===== config.mk =====
export PLATFORM = sky130hd
export DESIGN_NAME = adex_core_scheduler
export DESIGN_NICKNAME = d
export VERILOG_FILES = /design/src/rtl/adex_pkg.sv /design/src/rtl/adex_ctx_regfile.sv /design/src/rtl/adex_core_scheduler.sv
export SDC_FILE = /design/constraint.sdc
export NUM_CORES = 1
export LEC_CHECK = 0
export ABC_AREA = 1
export ABC_CLOCK_PERIOD_IN_PS = 6900
export BUFFER_PORTS_ARGS = -buffer_cell sky130_fd_sc_hd__buf_4
export CAP_MARGIN = 25
export CORE_MARGIN = 2
export CORE_UTILIZATION = 40
export CTS_CLUSTER_SIZE = 28
export DETAILED_ROUTE_END_ITERATION = 6
export SLEW_MARGIN = 20
export SYNTH_ARGS = -nofsm -noshare
export SYNTH_HDL_FRONTEND = slang
export SYNTH_SLANG_ARGS = --single-unit

===== constraint.sdc =====
create_clock -name clk -period 6.9 [get_ports clk]
set_input_delay 0.345 -clock clk [delete_from_list [all_inputs] [get_ports clk]]
set_output_delay 0.345 -clock clk [all_outputs]
set_load 0.01 [all_outputs]

===== src/rtl/adex_pkg.sv =====
// Shared constants and types for the AdEx core scheduler: Q8.8 reset values,
// scheduler state encoding and the index-width helper.
package adex_pkg;

    localparam logic [15:0] ADEX_V_INIT = 16'hBF00;  // -65.0 mV in Q8.8
    localparam logic [15:0] ADEX_W_INIT = 16'h0000;

    typedef enum logic [1:0] {
        S_IDLE  = 2'd0,
        S_ISSUE = 2'd1,
        S_WAIT  = 2'd2,
        S_WRITE = 2'd3
    } sched_state_t;

    // A single context still needs a 1-bit index port.
    function automatic int idx_w(input int n);
        return (n > 1) ? $clog2(n) : 1;
    endfunction

endpackage


===== src/rtl/adex_ctx_regfile.sv =====
// Per-neuron {V, w} context storage: one synchronous write port, two
// asynchronous read ports and a bulk reload to the initial word.
module adex_ctx_regfile
    import adex_pkg::*;
#(
    parameter int          NUM_NEURONS = 4,
    parameter int          IW          = idx_w(NUM_NEURONS),
    parameter logic [31:0] INIT_WORD   = {ADEX_V_INIT, ADEX_W_INIT}
) (
    input  logic          clk,
    input  logic          reset,
    input  logic          i_init,
    input  logic          i_we,
    input  logic [IW-1:0] i_waddr,
    input  logic [31:0]   i_wdata,
    input  logic [IW-1:0] i_raddr_a,
    output logic [31:0]   o_rdata_a,
    input  logic [IW-1:0] i_raddr_b,
    output logic [31:0]   o_rdata_b
);

    localparam logic [IW:0] N_LIM = (IW+1)'(NUM_NEURONS);

    logic [31:0] r_mem [NUM_NEURONS];

    always_ff @(posedge clk) begin
        if (reset || i_init) begin
            for (int i = 0; i < NUM_NEURONS; i++) r_mem[i] <= INIT_WORD;
        end else if (i_we) begin
            r_mem[i_waddr] <= i_wdata;
        end
    end

    // Indices past the last context read as zero when NUM_NEURONS is not a power of two.
    assign o_rdata_a = ({1'b0, i_raddr_a} < N_LIM) ? r_mem[i_raddr_a] : 32'h0;
    assign o_rdata_b = ({1'b0, i_raddr_b} < N_LIM) ? r_mem[i_raddr_b] : 32'h0;

endmodule


===== src/rtl/adex_core_scheduler.sv =====
// Time-multiplexes one AdEx update core over NUM_NEURONS contexts, one sweep per tick.
// Optional per-neuron saturating spike counters with `define ADEX_SPIKE_COUNT_EN.
module adex_core_scheduler
    import adex_pkg::*;
#(
    parameter int          NUM_NEURONS = 4,
    parameter int          TICK_DIV    = 1000,
    parameter int          WAIT_MAX    = 255,
    parameter logic [15:0] V_INIT      = ADEX_V_INIT,
    parameter logic [15:0] W_INIT      = ADEX_W_INIT,
    parameter int          IW          = idx_w(NUM_NEURONS)
) (
    input  logic                   clk,
    input  logic                   reset,
    input  logic                   enable,
    input  logic                   init,
    output logic                   core_start,
    output logic [IW-1:0]          core_nid,
    output logic [15:0]            core_v,
    output logic [15:0]            core_w,
    input  logic                   core_done,
    input  logic [15:0]            core_v_next,
    input  logic [15:0]            core_w_next,
    input  logic                   core_spike,
    output logic [NUM_NEURONS-1:0] spikes,
    output logic                   step_done,
    output logic [15:0]            step_cnt,
    output logic                   overrun,
    output logic                   core_err,
    input  logic [IW-1:0]          rd_idx,
    output logic [15:0]            rd_v,
    output logic [15:0]            rd_w,
`ifdef ADEX_SPIKE_COUNT_EN
    output logic [7:0]             rd_cnt,
`endif
    output logic [1:0]             dbg_state
);

    localparam int              TW        = (TICK_DIV > 1) ? $clog2(TICK_DIV) : 1;
    localparam int              WW        = $clog2(WAIT_MAX + 1);
    localparam logic [TW-1:0]   TICK_LAST = TW'(TICK_DIV - 1);
    localparam logic [WW-1:0]   WAIT_LAST = WW'(WAIT_MAX - 1);
    localparam logic [IW-1:0]   NID_LAST  = IW'(NUM_NEURONS - 1);

    sched_state_t           r_state;
    logic [TW-1:0]          r_tick_cnt;
    logic [WW-1:0]          r_wait_cnt;
    logic [IW-1:0]          r_nid;
    logic [NUM_NEURONS-1:0] r_scratch;
    logic [NUM_NEURONS-1:0] r_spikes;
    logic [15:0]            r_res_v;
    logic [15:0]            r_res_w;
    logic                   r_res_spike;
    logic                   r_core_start;
    logic                   r_step_done;
    logic [15:0]            r_step_cnt;
    logic                   r_overrun;
    logic                   r_core_err;

    logic                   w_tick;
    logic                   w_ctx_init;
    logic                   w_ctx_we;
    logic [31:0]            w_ctx_cur;
    logic [31:0]            w_ctx_rd;
    logic [NUM_NEURONS-1:0] w_scratch_next;

    assign w_tick     = enable && (r_tick_cnt == TICK_LAST);
    assign w_ctx_init = init && (r_state == S_IDLE);
    assign w_ctx_we   = (r_state == S_WRITE);

    always_comb begin
        w_scratch_next        = r_scratch;
        w_scratch_next[r_nid] = r_res_spike;
    end

    always_ff @(posedge clk) begin
        if (reset || !enable || r_tick_cnt == TICK_LAST) r_tick_cnt <= '0;
        else                                             r_tick_cnt <= r_tick_cnt + 1'b1;
    end

    adex_ctx_regfile #(
        .NUM_NEURONS (NUM_NEURONS),
        .IW          (IW),
        .INIT_WORD   ({V_INIT, W_INIT})
    ) u_ctx (
        .clk       (clk),
        .reset     (reset),
        .i_init    (w_ctx_init),
        .i_we      (w_ctx_we),
        .i_waddr   (r_nid),
        .i_wdata   ({r_res_v, r_res_w}),
        .i_raddr_a (r_nid),
        .o_rdata_a (w_ctx_cur),
        .i_raddr_b (rd_idx),
        .o_rdata_b (w_ctx_rd)
    );

    // Core results are captured on core_done so the core need not hold them into S_WRITE.
    always_ff @(posedge clk) begin
        if (reset) begin
            r_state      <= S_IDLE;
            r_wait_cnt   <= '0;
            r_nid        <= '0;
            r_scratch    <= '0;
            r_spikes     <= '0;
            r_res_v      <= '0;
            r_res_w      <= '0;
            r_res_spike  <= 1'b0;
            r_core_start <= 1'b0;
            r_step_done  <= 1'b0;
            r_step_cnt   <= '0;
            r_overrun    <= 1'b0;
            r_core_err   <= 1'b0;
        end else begin
            r_core_start <= 1'b0;
            r_step_done  <= 1'b0;
            if (w_tick && r_state != S_IDLE) r_overrun <= 1'b1;
            case (r_state)
                S_IDLE: begin
                    if (!init && w_tick) begin
                        r_state      <= S_ISSUE;
                        r_nid        <= '0;
                        r_scratch    <= '0;
                        r_core_start <= 1'b1;
                    end
                end
                S_ISSUE: begin
                    r_state    <= S_WAIT;
                    r_wait_cnt <= '0;
                end
                S_WAIT: begin
                    if (core_done) begin
                        r_state     <= S_WRITE;
                        r_res_v     <= core_v_next;
                        r_res_w     <= core_w_next;
                        r_res_spike <= core_spike;
                    end else if (r_wait_cnt == WAIT_LAST) begin
                        r_state    <= S_IDLE;
                        r_core_err <= 1'b1;
                    end else begin
                        r_wait_cnt <= r_wait_cnt + 1'b1;
                    end
                end
                S_WRITE: begin
                    r_scratch <= w_scratch_next;
                    if (r_nid == NID_LAST) begin
                        r_state     <= S_IDLE;
                        r_spikes    <= w_scratch_next;
                        r_step_done <= 1'b1;
                        r_step_cnt  <= r_step_cnt + 16'd1;
                    end else if (enable) begin
                        r_state      <= S_ISSUE;
                        r_nid        <= r_nid + 1'b1;
                        r_core_start <= 1'b1;
                    end else begin
                        r_state <= S_IDLE;
                    end
                end
                default: r_state <= S_IDLE;
            endcase
        end
    end

`ifdef ADEX_SPIKE_COUNT_EN
    localparam logic [IW:0] N_LIM = (IW+1)'(NUM_NEURONS);

    logic [7:0] r_spk_cnt [NUM_NEURONS];

    always_ff @(posedge clk) begin
        if (reset || w_ctx_init) begin
            for (int i = 0; i < NUM_NEURONS; i++) r_spk_cnt[i] <= 8'd0;
        end else if (w_ctx_we && r_res_spike && r_spk_cnt[r_nid] != 8'hFF) begin
            r_spk_cnt[r_nid] <= r_spk_cnt[r_nid] + 8'd1;
        end
    end

    assign rd_cnt = ({1'b0, rd_idx} < N_LIM) ? r_spk_cnt[rd_idx] : 8'd0;
`endif

    assign core_start = r_core_start;
    assign core_nid   = r_nid;
    assign core_v     = w_ctx_cur[31:16];
    assign core_w     = w_ctx_cur[15:0];
    assign spikes     = r_spikes;
    assign step_done  = r_step_done;
    assign step_cnt   = r_step_cnt;
    assign overrun    = r_overrun;
    assign core_err   = r_core_err;
    assign rd_v       = w_ctx_rd[31:16];
    assign rd_w       = w_ctx_rd[15:0];
    assign dbg_state  = r_state;

endmodule


==> results_dict.tcl <==
set metrics [dict create \
    outcome "complete, no violations" \
    p_per_area_mw_per_mm2 256 \
    wl_met1_mm 11.2 \
    synth_edf_count 128 \
    cts_root_buf "clkbuf_16" \
    avgViaCountPerCell 5.24 \
    htreeDepth 1 \
    crit_chain "buf_4 > clkinv_1 > buf_4 > o21ai_0 > o22ai_1 > buf_4" \
    floorplan.rows 57 \
    clk_latency_ns 0.50 \
    start_util_pct 40.7 \
    synth_cell_types 40 \
    synth.avg_cell_area_um2 8.71 \
    syn-instance-count 1136 \
    synthFlopType "edfxtp_1" \
    hold_ws_ns 0.114 \
    timing.final.crit_share_pct 45.4 \
    coreArea_mm2 0.0243 \
    dr.max_layer_used "met4" \
    finalSetupViolations 0 \
    yosysTopAreaCell "edfxtp_1" \
    vdd_ir_drop_max_mv 0.143 \
    cts-resized-gates 0 \
    clkSinkCount 212 \
    path_common_cell "buf_4" \
    clock_skew_ns 0.0153 \
    final_layout_size_suffix_gt1_share_pct 15.8 \
    cts-buffers-inserted 23 \
    async_reset_ff_share_pct 0 \
    drt.antenna.violating_nets 0 \
    drc_errors 0 \
    end_kind "primary output" \
    holdBufCountCts 0 \
    grt_start_max_net_pins 66 \
    path_buf_inv 4 \
    worst_pin_slew_ns 0.768 \
    io_buffers 131 \
    worst-path-max-fanout 65 \
    rsz0062_at_grt "false" \
    crit_family "buffers and inverters" \
    finalHoldViolCount 0 \
    totalPowerFinal_uw 3010 \
    io_pins 132 \
    timing.slew.headroom_pct 48.5 \
    num_vias 8291 \
    wl_met2_mm 12.2 \
    grt_pass1_vias 7918 \
    post_cts_buffers 0 \
    met3WireLength_mm 1.86 \
    first_pass_iters 5 \
    maxCapViolations 0 \
    fmax_mhz 319 \
    drt-initial-drc-count 749 \
    start_kind "primary input" \
    dpl.hpwl_mm 16.5 \
    critPathRequiredTime_ns 6.55 \
    die_w_um 161 \
    wirelength_mm 25.9 \
    ys.warnings.count 0 \
    fin_crit_ns 3.13 \
    die-area_mm2 0.0260 \
    synthTopCellsByArea "edfxtp_1, dfxtp_1, nor2_1, o21ai_0, nand2_1" \
    drv_slew 0 \
    clk_path_buf_depth 3 \
    syn_nets 1189 \
    dpl_cell_area_mm2 0.0111 \
    wire_per_inst_um 16.4 \
    grt_usage_pct 19.9 \
    path_clk_slew_ns 0.07 \
    critical_path_class "primary input to primary output" \
    worstPathArrival_ns 2.79 \
    area_delta_synth_final_pct 19.2 \
    synth_top_area_share_pct 38.9 \
    grt_pass1_wl_mm 41.6 \
    yosysSeqAreaShare_pct 55.9 \
    finalInstanceArea_mm2 0.0118 \
    slowest_delay_ns 0.81 \
    cts_tree "done" \
    n_fill_cell 2327 \
    nets 1293 \
    die_y_um 161 \
    gp_routability_congestion 0.863 \
    syn_area_mm2 0.00989 \
    finalSetupTns_ns 0 \
    antennaDiodeCount 0 \
    hold_path_class "primary input to register" \
    post-route-util_pct 48.5 \
    cp_slowest_cell "clkinv_1" \
    grt_overflow_total 0 \
    p_leak_uw 0.00431 \
    antenna_found_initial 0 \
    ys_ff_latch 212 \
]
## synth_stat cells, types with 2 or more instances
library cell,n
nor2_1,268
o21ai_0,172
edfxtp_1,128
nand2_1,110
dfxtp_1,84
inv_1,76
a21oi_1,64
o22ai_1,64
clkbuf_1,51
nand3_1,26
ha_1,13
nor3_1,13
buf_6,7
nand4_1,7
xor2_1,7
inv_2,4
inv_4,4
nand3b_1,4
nand2_2,3
nor2_8,3
or2_2,3
a31oi_1,2
buf_1,2
buf_2,2
clkinv_1,2
nand2_4,2
o21bai_1,2
## worst paths after layout
check | startpoint | cells after the start | slack, ns | endpoint
max | rd_idx[0] | 6 | 3.77 | rd_w[2]
max reg2reg | dbg_state[0] | 10 | 3.86 | u_ctx.r_mem[0][5]
min reg2reg | r_scratch[0] | 2 | 0.48 | r_scratch[0]
min | core_v_next[8] | 3 | 0.11 | r_res_v[8]
## registers in the layout, indices dropped and copies added, names as in the netlist, named ones only
register	count
step_cnt	16
core_start	1
overrun	1
r_res_w	16
dbg_state	2
u_ctx.r_mem	128
spikes	4
core_err	1
core_nid	2
step_done	1
r_wait_cnt	8
r_res_v	16
r_tick_cnt	10
r_scratch	3
r_res_spike	1
## per-layer routing
layer / vias to the layer above / global-route usage (%)
li1: 4081 / -
met1: 3889 / 26.0
met3: 45 / 3.88
met5: - / 0
met4: 0 / 5.80
met2: 276 / 33.7
## placed cells by master, fill, tap and decap left out, drive strengths merged, types with 2 or more instances in the layout
master / n
nand4: 7
o21bai: 2
nand2: 115
buf: 142
nor3: 15
clkinv: 7
nand3b: 4
clkbuf: 35
a31oi: 2
nor2: 272
inv: 85
or2: 3
o22ai: 64
dfxtp: 84
edfxtp: 128
nand3: 26
xor2: 7
ha: 13
a21oi: 64
o21ai: 173
## report_power, final
group          total (uW)  switching [uW]  leakage, uW  internal [uW]
logic                 427             264      0.00198            163
registers            1450            36.6      0.00199           1410
clock network        1140             472     0.000333            668
## area by class of cell
type                            instances  area, um2  share of cell area, %
Timing Repair Buffer                  142       1080                   9.17
Sequential cell                       212       5530                   46.9
Inverter                               87        342                   2.90
Clock buffer                           35        631                   5.35
Multi-Input combinational cell        774       3740                   31.8
Clock inverter                          7       63.8                  0.541
Tap cell                              324        405                   3.44
## worst register-to-register path: stages, from the launching register on
cell     delay, ns
dfxtp_1       0.42
ha_1          0.46
inv_4         0.11
nor2_8        0.20
inv_4         0.17
nor2_2        0.14
inv_2         0.09
nor2_8        0.16
inv_4         0.16
nand2_1       0.35
buf_4         0.43
## logic make-up (layout without fill, tap and decap cells)
kind of cell,Yosys count,in the layout,share of synthesized area (%)
xor+xnor,8,8,0.708
simple gates,445,445,18.8
flops,212,212,55.9
compound gates,308,308,16.5
buf+inv,150,271,6.44
fa+ha+maj,13,13,1.64
## metrics by stage
| stage | setup WS, ns | instances |
|---|---|---|
| final | 3.77 | 1581 |
| after global routing | 3.56 | 1581 |
| after CTS | 3.81 | 1579 |
| after detailed placement | 3.68 | 1537 |
| after global placement | 3.73 | 1537 |
| after floorplan | 3.10 | 1136 |
Power figures use the tool's default switching activity.
